<file path="config.mk">
export PLATFORM = sky130hd
export DESIGN_NAME = eeg_pea_out_arb
export DESIGN_NICKNAME = d
export VERILOG_FILES = /design/src/rtl/eeg_pea_out_arb_pkg.sv /design/src/rtl/eeg_rr_arb.sv /design/src/rtl/eeg_pea_out_arb.sv
export SDC_FILE = /design/constraint.sdc
export NUM_CORES = 1
export LEC_CHECK = 0
export ABC_AREA = 1
export ABC_CLOCK_PERIOD_IN_PS = 6050
export CORE_UTILIZATION = 48
export DETAILED_ROUTE_END_ITERATION = 8
export HOLD_SLACK_MARGIN = 0.15
export PLACE_DENSITY = 0.87
export SLEW_MARGIN = 20
export SYNTH_ARGS = -nofsm -noshare
export SYNTH_HDL_FRONTEND = slang
export SYNTH_SLANG_ARGS = --single-unit
export TNS_END_PERCENT = 1
</file>
<file path="constraint.sdc">
create_clock -name clk -period 6.05 [get_ports clk]
set_input_delay 0.9075 -clock clk [delete_from_list [all_inputs] [get_ports clk]]
set_output_delay 0.9075 -clock clk [all_outputs]
set_load 0.1 [all_outputs]
</file>
<file path="src/rtl/eeg_pea_out_arb_pkg.sv">
// Shared types and defaults for the PE-array output arbiter.
// State encodings, default widths and an index-width helper.
package eeg_pea_out_arb_pkg;

    localparam int PE_NUM_DEF      = 4;
    localparam int DATA_OUT_DW_DEF = 8;
    localparam int OMUX_ADD_AW_DEF = 8;
    localparam int ORAM_ADD_AW_DEF = 10;

    typedef enum logic [3:0] {
        S_IDLE  = 4'b0001,
        S_RUN   = 4'b0010,
        S_FLUSH = 4'b0100,
        S_DONE  = 4'b1000
    } state_t;

    function automatic int idx_w(input int n);
        return (n > 1) ? $clog2(n) : 1;
    endfunction

endpackage

</file>
<file path="src/rtl/eeg_rr_arb.sv">
// Round-robin request picker: first set request at or above the
// pointer, wrapping modulo N; one-hot grant plus binary index.
module eeg_rr_arb #(
    parameter int N  = 4,
    parameter int IW = 2
) (
    input  logic [N-1:0]  i_req,
    input  logic [IW-1:0] i_ptr,
    output logic [N-1:0]  o_gnt,
    output logic [IW-1:0] o_idx,
    output logic          o_vld
);

    localparam int SW = IW + 1;

    logic [SW-1:0] w_sum;

    always_comb begin
        o_gnt = '0;
        o_idx = '0;
        o_vld = 1'b0;
        w_sum = '0;
        for (int k = 0; k < N; k++) begin
            w_sum = {1'b0, i_ptr} + SW'(k);
            if (w_sum >= SW'(N)) begin
                w_sum = w_sum - SW'(N);
            end
            if (!o_vld && i_req[w_sum[IW-1:0]]) begin
                o_vld                = 1'b1;
                o_gnt[w_sum[IW-1:0]] = 1'b1;
                o_idx                = w_sum[IW-1:0];
            end
        end
    end

endmodule

</file>
<file path="src/rtl/eeg_pea_out_arb.sv">
// PE-array output arbiter: round-robin merge of PE output streams into
// one registered ORAM write port, with per-PE region relocation.
module eeg_pea_out_arb
    import eeg_pea_out_arb_pkg::*;
#(
    parameter int PE_NUM      = PE_NUM_DEF,
    parameter int DATA_OUT_DW = DATA_OUT_DW_DEF,
    parameter int OMUX_ADD_AW = OMUX_ADD_AW_DEF,
    parameter int ORAM_ADD_AW = ORAM_ADD_AW_DEF
) (
    input  logic                          clk,
    input  logic                          rst_n,
    input  logic                          CFG_START,
    input  logic [PE_NUM-1:0]             CFG_PE_ENA,
    input  logic [ORAM_ADD_AW-1:0]        CFG_OADD_STRIDE,
    output logic                          IS_IDLE,
    output logic                          DONE,
    input  logic [PE_NUM-1:0]             PE_OUT_VLD,
    input  logic [PE_NUM-1:0]             PE_OUT_LST,
    input  logic [PE_NUM*OMUX_ADD_AW-1:0] PE_OUT_ADD,
    input  logic [PE_NUM*DATA_OUT_DW-1:0] PE_OUT_DAT,
    output logic [PE_NUM-1:0]             PE_OUT_RDY,
    output logic                          ORAM_WR_VLD,
    output logic [ORAM_ADD_AW-1:0]        ORAM_WR_ADD,
    output logic [DATA_OUT_DW-1:0]        ORAM_WR_DAT,
    input  logic                          ORAM_WR_RDY
);

    localparam int IW = idx_w(PE_NUM);
    localparam int XW = (OMUX_ADD_AW > ORAM_ADD_AW) ? OMUX_ADD_AW
                                                    : ORAM_ADD_AW;

    state_t                   r_state;
    state_t                   w_state_nxt;
    logic [PE_NUM-1:0]        r_ena;
    logic [PE_NUM-1:0]        r_fin;
    logic [ORAM_ADD_AW-1:0]   r_stride;
    logic [IW-1:0]            r_ptr;
    logic                     r_wr_vld;
    logic [ORAM_ADD_AW-1:0]   r_wr_add;
    logic [DATA_OUT_DW-1:0]   r_wr_dat;

    logic                     w_run;
    logic                     w_start;
    logic                     w_free;
    logic [PE_NUM-1:0]        w_req;
    logic [PE_NUM-1:0]        w_gnt;
    logic [IW-1:0]            w_idx;
    logic                     w_any;
    logic                     w_acc;
    logic [OMUX_ADD_AW-1:0]   w_ladd;
    logic [DATA_OUT_DW-1:0]   w_ldat;
    logic                     w_lst;
    logic [ORAM_ADD_AW-1:0]   w_base;
    logic [XW-1:0]            w_lx;
    logic [ORAM_ADD_AW-1:0]   w_addr;
    logic [PE_NUM-1:0]        w_fin_nxt;
    logic                     w_all_fin;
    logic [IW-1:0]            w_ptr_nxt;

    assign w_run   = (r_state == S_RUN);
    assign w_start = (r_state == S_IDLE) && CFG_START;
    assign w_free  = ~r_wr_vld | ORAM_WR_RDY;
    assign w_req   = w_run ? (r_ena & ~r_fin & PE_OUT_VLD) : '0;

    eeg_rr_arb #(
        .N  (PE_NUM),
        .IW (IW)
    ) u_rr (
        .i_req (w_req),
        .i_ptr (r_ptr),
        .o_gnt (w_gnt),
        .o_idx (w_idx),
        .o_vld (w_any)
    );

    assign w_acc      = w_run & w_free & w_any;
    assign PE_OUT_RDY = (w_run & w_free) ? w_gnt : '0;

    // Region base is i*stride per PE, selected by the grant index
    always_comb begin
        w_ladd = '0;
        w_ldat = '0;
        w_lst  = 1'b0;
        w_base = '0;
        for (int i = 0; i < PE_NUM; i++) begin
            if (w_idx == IW'(i)) begin
                w_ladd = PE_OUT_ADD[i*OMUX_ADD_AW +: OMUX_ADD_AW];
                w_ldat = PE_OUT_DAT[i*DATA_OUT_DW +: DATA_OUT_DW];
                w_lst  = PE_OUT_LST[i];
                w_base = r_stride * ORAM_ADD_AW'(i);
            end
        end
    end

    assign w_lx      = XW'(w_ladd);
    assign w_addr    = w_base + w_lx[ORAM_ADD_AW-1:0];
    assign w_fin_nxt = r_fin | ((w_acc & w_lst) ? w_gnt : '0);
    assign w_all_fin = &(w_fin_nxt | ~r_ena);
    assign w_ptr_nxt = (w_idx == IW'(PE_NUM - 1)) ? '0
                                                  : w_idx + IW'(1);

    always_ff @(posedge clk or negedge rst_n) begin
        if (!rst_n) begin
            r_state <= S_IDLE;
        end else begin
            r_state <= w_state_nxt;
        end
    end

    always_comb begin
        w_state_nxt = r_state;
        unique case (r_state)
            S_IDLE:  if (CFG_START) w_state_nxt = S_RUN;
            S_RUN:   if (w_all_fin) w_state_nxt = S_FLUSH;
            S_FLUSH: if (w_free)    w_state_nxt = S_DONE;
            S_DONE:  w_state_nxt = S_IDLE;
            default: w_state_nxt = S_IDLE;
        endcase
    end

    always_ff @(posedge clk or negedge rst_n) begin
        if (!rst_n) begin
            r_ena    <= '0;
            r_fin    <= '0;
            r_stride <= '0;
            r_ptr    <= '0;
        end else if (w_start) begin
            r_ena    <= CFG_PE_ENA;
            r_fin    <= '0;
            r_stride <= CFG_OADD_STRIDE;
            r_ptr    <= '0;
        end else if (w_acc) begin
            r_fin    <= w_fin_nxt;
            r_ptr    <= w_ptr_nxt;
        end
    end

    always_ff @(posedge clk or negedge rst_n) begin
        if (!rst_n) begin
            r_wr_vld <= 1'b0;
            r_wr_add <= '0;
            r_wr_dat <= '0;
        end else if (w_acc) begin
            r_wr_vld <= 1'b1;
            r_wr_add <= w_addr;
            r_wr_dat <= w_ldat;
        end else if (ORAM_WR_RDY) begin
            r_wr_vld <= 1'b0;
        end
    end

    assign IS_IDLE     = (r_state == S_IDLE);
    assign DONE        = (r_state == S_DONE);
    assign ORAM_WR_VLD = r_wr_vld;
    assign ORAM_WR_ADD = r_wr_add;
    assign ORAM_WR_DAT = r_wr_dat;

endmodule

</file>
==> qor.yml, run 1 <==
timing:
  rsz0062_at_grt: "false"
  skew_ps: 7.40
  finalHoldViolCount: 0
  setup_tns_ps: 0
  tightest_slew_ps: 1020
  finalSetupViolCount: 0
  fin_crit_sh_pct: 86.4
  slew_headroom_pct: 31.6
  fmax_mhz: 191
  period_needed_ps: 5230
  slew_viol_final: 0
critical_path:
  crit_path_frequent_cell: "nand2_1"
  cp.arrival_ps: 5420
  r2r-end: "ORAM_WR_ADD[9]"
  required_ps: 6240
  worst_setup_path_start_kind: "primary input"
  r2r_slack_ps: 1020
  worstSetupPathType: "primary input to flop"
  path_buf_inv: 5
  worst-path-stages: 28
  timing.rr.start: "r_ptr[0]"
  crit_fanout: 17
  cpMaxStageDelayCell: "o31ai_1"
  critPathCaptureType: "flop"
  crit_family: "compound AO/OA/AOI/OAI gates"
  slowest_delay_ps: 470
  ff2ff_path_depth: 26
worst_hold_path:
  min_from: "r_ena[2]"
  min_path_cells: 2
  min_to: "r_ena[2]"
  min_path_type: "flop to flop"
layout:
  finalNetCount: 728
  mostFrequentLayoutCell: "nand2_1"
  drive_gt1_share_pct: 6.74
  fin_area_sq_mm: 0.00492
  final_util_pct: 67.5
  layout_common_cells: "nand2_1, clkdlybuf4s50_1, inv_1, nor2_1, dfrtp_1"
  area_growth_pct: 35.7
  n_antenna_cell: 0
die:
  die_y_um: 88.9
  io_pins: 115
  die_w_um: 88.9
  core_area_sq_mm: 0.00729
  die-area_sq_mm: 0.00791
  rows: 31
  start_util_pct: 49.7
yosys:
  yosysSeqAreaShare_pct: 29.7
  ys_ff_latch: 43
  synth_top_area_cell: "dfrtp_1"
  ys.flop_type: "dfrtp_1"
  synth_enable_flop_cells: 0
  synth_cell_types: 38
  synthCells: 500
  synthTopCellsByArea: "dfrtp_1, nand2_1, ha_1"
  synth_fp_nets: 621
  synth.avg_cell_area_sq_um: 7.25
  ys_warn_count: 0
  synthArstFlopShare_pct: 100
  synth_area_sq_mm: 0.00363
  post-synth-top-area-fraction_pct: 29.0
pwr:
  power.switching_w: 0.00176
  power_frac_comb_pct: 77.1
  clockPowerShare_pct: 6.1
  pwr-share-seq_pct: 16.8
  cellPowerDensity_mw_per_mm2: 614
  vdd.ir_drop.worst_uv: 395
  leakage_nw: 2.34
  switching_share_pct: 58.4
  p_int_w: 0.00126
global_route:
  grt_pass1_vias: 3571
  track_usage_pct: 26.4
  antenna_found_initial: 0
  grt_max_degree: 44
  grt.overflow.total: 0
  grt_pass1_wl_um: 16100
placement:
  placement.io_buffers: 114
  placed_area_sq_mm: 0.00483
  gp_congestion: 0.954
  place.detailed.hpwl_um: 8230
clocking:
  hold_buffers: 0
  htreeDepth: 2
  cts_buffers: 5
  cts_tree: "built"
  clk-insertion-delay-late_ps: 300
  clock-root-buffer: "clkbuf_8"
  cts_resized: 0
  clock-sinks: 43
  clockBufferDepth: 2
  post_cts_buffers: 0
  cts.clk_slew.worst_paths_ps: 80
route:
  post-route-drc-count: 0
  ant_nets: 0
  wl_per_cell_um: 15.1
  drt-total-wl_um: 10700
  drtIter0Drc: 311
  vias: 3895
  viasPerCell: 5.51
  drt-pass1-iter-count: 5
job:
  cap_viol_max_count: 0
run_status:
  status: "completed"
==> logic make-up (layout without fill, tap and decap cells) <==
| kind of cell | count (synthesis) | count (layout) | share of synthesized area (%) |
|---|---|---|---|
| AOI/OAI and AO/OA | 110 | 110 | 19.4 |
| and+or+nand+nor | 232 | 232 | 28.8 |
| DFF | 43 | 43 | 29.7 |
| adders and majority gates | 31 | 31 | 11.1 |
| buffers and inverters | 72 | 180 | 8.04 |
| xor gates and xnor gates | 12 | 12 | 2.90 |
==> through the flow <==
stage	power [W]	hold WS (ps)	setup WS [ps]	instances
after global placement	0.00275	455	856	699
after global routing	0.00326	500	267	707
final	0.00302	476	821	707
after floorplan	0.00226	442	1430	500
after detailed placement	0.00280	459	537	699
after CTS	0.00300	480	839	707
==> flip-flops by register name, indices dropped and copies added, names as in the netlist <==
signal       flops
r_ptr            2
r_fin            4
r_stride        10
r_ena            4
ORAM_WR_ADD     10
r_state          4
ORAM_WR_DAT      8
ORAM_WR_VLD      1
==> per-layer routing <==
layer  vias up  wire [um]  part of all wire [%]  track usage [%]
li1       1903          -                     -                -
met1      1812       4340                    41             32.6
met2       151       5520                    52             47.3
met3        29        573                   5.4             3.88
met4         0        223                   2.1             8.50
met5         -          0                     0                0
==> power by group through the flow <==
stage	Clock [W]	Combinational [W]	Sequential (W)
detailed placement	0	0.00229	0.000510
global route	0.000199	0.00254	0.000521
finish	0.000185	0.00233	0.000507
CTS	0.000187	0.00231	0.000505
floorplan	0	0.00133	0.000928
global placement	0	0.00224	0.000506
==> synth_stat cells, types with 4 or more instances <==
cell type    n
a211oi_1     8
a21oi_1     29
a221oi_1     5
a22oi_1     14
a31oi_1      7
clkbuf_1    11
dfrtp_1     42
ha_1        29
inv_1       47
nand2_1    122
nand2_2      7
nand3_1     34
nand3_2      9
nand4_1      5
nor2_1      45
o21ai_0     15
o31ai_1     16
xnor2_1      8
xor2_1       4
==> how the worst max path moves through the flow <==
| stage | start | endpoint | slack, ps |
|---|---|---|---|
| floorplan | PE_OUT_VLD[2] | ORAM_WR_ADD[9] | 1430 |
| global placement | PE_OUT_VLD[3] | ORAM_WR_ADD[9] | 860 |
| detailed placement | PE_OUT_VLD[3] | ORAM_WR_ADD[9] | 540 |
| CTS | PE_OUT_VLD[3] | ORAM_WR_ADD[9] | 840 |
| global route | PE_OUT_VLD[3] | ORAM_WR_ADD[9] | 270 |
| finish | PE_OUT_VLD[3] | ORAM_WR_ADD[9] | 820 |
==> tightest hold or removal path: stages (launching register included) <==
cell and delay (ps):
dfrtp_1 350, nand2_1 50, nand2_1 50
==> cell type report <==
cell class              count  area (sq um)
well taps                  99           124
fillers                   630          2370
clock buffers               6          72.6
repair buffers            120          1180
clock inverters             2          12.5
multi-input cells         385          2260
inverters                  52           195
flip-flops and latches     43          1080
Power figures use the tool's default switching activity.
==> run 2, diff against run 1 <==
- SYNTH_HIERARCHICAL: not set -> 1
==> run 2 against run 1 <==
Die area up 0.17%; clock skew rose by 1.5 ps; critical path depth shrank 1; via count up 2.3%; utilization did not move; routed wire length is 2.3% lower; hold slack better by 5.8 ps; sequential share of layout area is the same; critical endpoint is now ORAM_WR_ADD[6].
==> qor.yml, run 2 <==
run_status:
  status: "completed"  # unchanged
critical_path:
  r2r_slack_ps: 1110  # was 1020 ps
  timing.rr.start: "r_ptr[0]"  # unchanged
  crit_path_frequent_cell: "nand2_1"  # unchanged
  ff2ff_path_depth: 24  # was 26
  slowest_delay_ps: 450  # was 470 ps
  required_ps: 6260  # was 6240 ps
  path_buf_inv: 7  # was 5
  worstSetupPathType: "primary input to flop"  # unchanged
  crit_fanout: 20  # was 17
  r2r-end: "ORAM_WR_ADD[6]"  # was ORAM_WR_ADD[9]
  cpMaxStageDelayCell: "clkdlybuf4s50_1"  # was o31ai_1
  critPathCaptureType: "flop"  # unchanged
  crit_family: "simple AND/OR/NAND/NOR gates"  # was compound AO/OA/AOI/OAI gates
  worst_setup_path_start_kind: "primary input"  # unchanged
  cp.arrival_ps: 5260  # was 5420 ps
die:
  core_area_sq_mm: 0.00729  # unchanged
  start_util_pct: 49.8  # was 49.7%
  io_pins: 115  # unchanged
  rows: 31  # unchanged
  die-area_sq_mm: 0.00792  # was 0.00791 sq mm
  die_y_um: 89.0  # was 88.9 um
  die_w_um: 89.0  # was 88.9 um
clocking:
  cts_resized: 0  # unchanged
  clock-root-buffer: "clkbuf_8"  # unchanged
  clock-sinks: 43  # unchanged
  htreeDepth: 2  # unchanged
  post_cts_buffers: 0  # unchanged
  cts_buffers: 5  # unchanged
  hold_buffers: 0  # unchanged
  clockBufferDepth: 2  # unchanged
  cts.clk_slew.worst_paths_ps: 80  # about the same
  clk-insertion-delay-late_ps: 300  # about the same
  cts_tree: "built"  # unchanged
route:
  ant_nets: 0  # unchanged
  viasPerCell: 5.57  # was 5.51
  drt-total-wl_um: 10400  # was 10700 um
  post-route-drc-count: 0  # unchanged
  drtIter0Drc: 464  # was 311
  vias: 3986  # was 3895
  wl_per_cell_um: 14.6  # was 15.1 um
  drt-pass1-iter-count: 8  # was 5
yosys:
  synth_top_area_cell: "dfrtp_1"  # unchanged
  yosysMostFrequentCell: "nand2_1"  # unchanged
  synth_fp_nets: 627  # was 621
  synthCells: 510  # was 500
  synth_cell_types: 43  # was 38
  synth.avg_cell_area_sq_um: 7.12  # was 7.25 sq um
  synthArstFlopShare_pct: 100  # unchanged
  synth_area_sq_mm: 0.00363  # about the same
  post-synth-top-area-fraction_pct: 28.9  # was 29.0%
  ys.flop_type: "dfrtp_1"  # unchanged
  yosysSeqAreaShare_pct: 29.7  # about the same
  synth_enable_flop_cells: 0  # unchanged
  synth_common_cells: "nand2_1, inv_1, a21oi_1"  # was nand2_1, inv_1, nor2_1
  ys_ff_latch: 43  # unchanged
  synthTopCellsByArea: "dfrtp_1, nand2_1, ha_1"  # unchanged
  ys_warn_count: 6  # was 0
job:
  cap_viol_max_count: 0  # unchanged
timing:
  tightest_slew_ps: 1010  # was 1020 ps
  slew_viol_final: 0  # unchanged
  slew_headroom_pct: 32.4  # was 31.6%
  fin_crit_sh_pct: 83.4  # was 86.4%
  fmax_mhz: 198  # was 191 MHz
  finalSetupViolCount: 0  # unchanged
  finalHoldViolCount: 0  # unchanged
  skew_ps: 8.89  # was 7.40 ps
  rsz0062_at_grt: "false"  # unchanged
  period_needed_ps: 5040  # was 5230 ps
  setup_tns_ps: 0  # unchanged
layout:
  finalNetCount: 733  # was 728
  n_antenna_cell: 0  # unchanged
  layout_common_cells: "nand2_1, clkdlybuf4s50_1, inv_1, a21oi_1"  # was nand2_1, clkdlybuf4s50_1, inv_1, nor2_1, dfrtp_1
  multi_input_area_sq_mm: 0.00222  # was 0.00226 sq mm
  drive_gt1_share_pct: 6.16  # was 6.74%
  ff_latch_area_sq_mm: 0.00108  # unchanged
  fillers: 639  # was 630
  area_growth_pct: 35.4  # was 35.7%
  final_util_pct: 67.5  # unchanged
  mostFrequentLayoutCell: "nand2_1"  # unchanged
global_route:
  antenna_found_initial: 0  # unchanged
  grt.overflow.total: 0  # unchanged
  track_usage_pct: 25.7  # was 26.4%
  grt_max_degree: 44  # unchanged
  grt_pass1_vias: 3636  # was 3571
  grt_pass1_wl_um: 16000  # was 16100 um
placement:
  gp_congestion: 0.982  # was 0.954
  place.detailed.hpwl_um: 7970  # was 8230 um
  placement.io_buffers: 114  # unchanged
worst_hold_path:
  min_path_cells: 2  # unchanged
  min_path_type: "flop to flop"  # unchanged
  min_to: "ORAM_WR_ADD[4]"  # was r_ena[2]
  min_from: "ORAM_WR_ADD[4]"  # was r_ena[2]
run 2: changes by cell type in the layout (fill, tap and decap cells not counted), moves of 5 or more:
cell	delta
a22oi_1	-14
nand3_2	-8
xnor2_1	-6
o21ai_0	+10
o31ai_1	-8
nand4_1	+5
a211oi_1	-8
o211ai_1	+5
inv_1	+12
a221o_1	+8
nand2_1	-5
a21oi_1	+14
run 2: how the worst max path moves through the flow:
stage	cells after the start	end	slack, ps	start
after floorplan	1	DONE	1810	r_state[2]
after global placement	27	ORAM_WR_ADD[6]	940	PE_OUT_VLD[3]
after detailed placement	27	ORAM_WR_ADD[6]	790	PE_OUT_VLD[3]
after CTS	27	ORAM_WR_ADD[6]	1070	PE_OUT_VLD[3]
after global routing	27	ORAM_WR_ADD[6]	610	PE_OUT_VLD[1]
final	27	ORAM_WR_ADD[6]	1010	PE_OUT_VLD[3]
run 2: metrics by stage:
| stage | cells | hold WS, ps | setup WS [ps] | area, sq um |
|---|---|---|---|---|
| after floorplan | 510 | 496 | 1810 | 3630 |
| after global placement | 708 | 464 | 937 | 4830 |
| after detailed placement | 708 | 467 | 788 | 4830 |
| after CTS | 716 | 487 | 1070 | 4920 |
| after global routing | 716 | 511 | 608 | 4920 |
| final | 716 | 481 | 1010 | 4920 |
run 2: layer usage:
layer	GRT usage [%]	share of wire, %
met3	4.34	6.8
met5	0	0
met4	8.51	2.6
met2	45.6	49
met1	31.9	42
run 2: kinds of logic after synthesis:
group,after synthesis,share of synthesized area [%]
AO/OA/AOI/OAI,122,21.0
XOR/XNOR,7,1.69
adder cells (fa/ha/maj),27,9.71
buffers and inverters,83,9.27
flip-flops,43,29.7
AND/OR/NAND/NOR,228,28.6
run 2: tightest hold or removal path: stages (launching register included):
cell and delay (ps):
dfrtp_1 340, nand2_1 50, nand2_1 60
run 2: layout make-up:
class	count	share of cell area [%]
clock inverters	1	0.102
well taps	99	2.52
flip-flops and latches	43	21.9
multi-input cells	384	45.1
clock buffers	7	1.75
inverters	64	4.88
repair buffers	118	23.8
Power of run 2 is not shown: default switching activity piles up to over one toggle a cycle in this logic, so the estimate is an artifact.
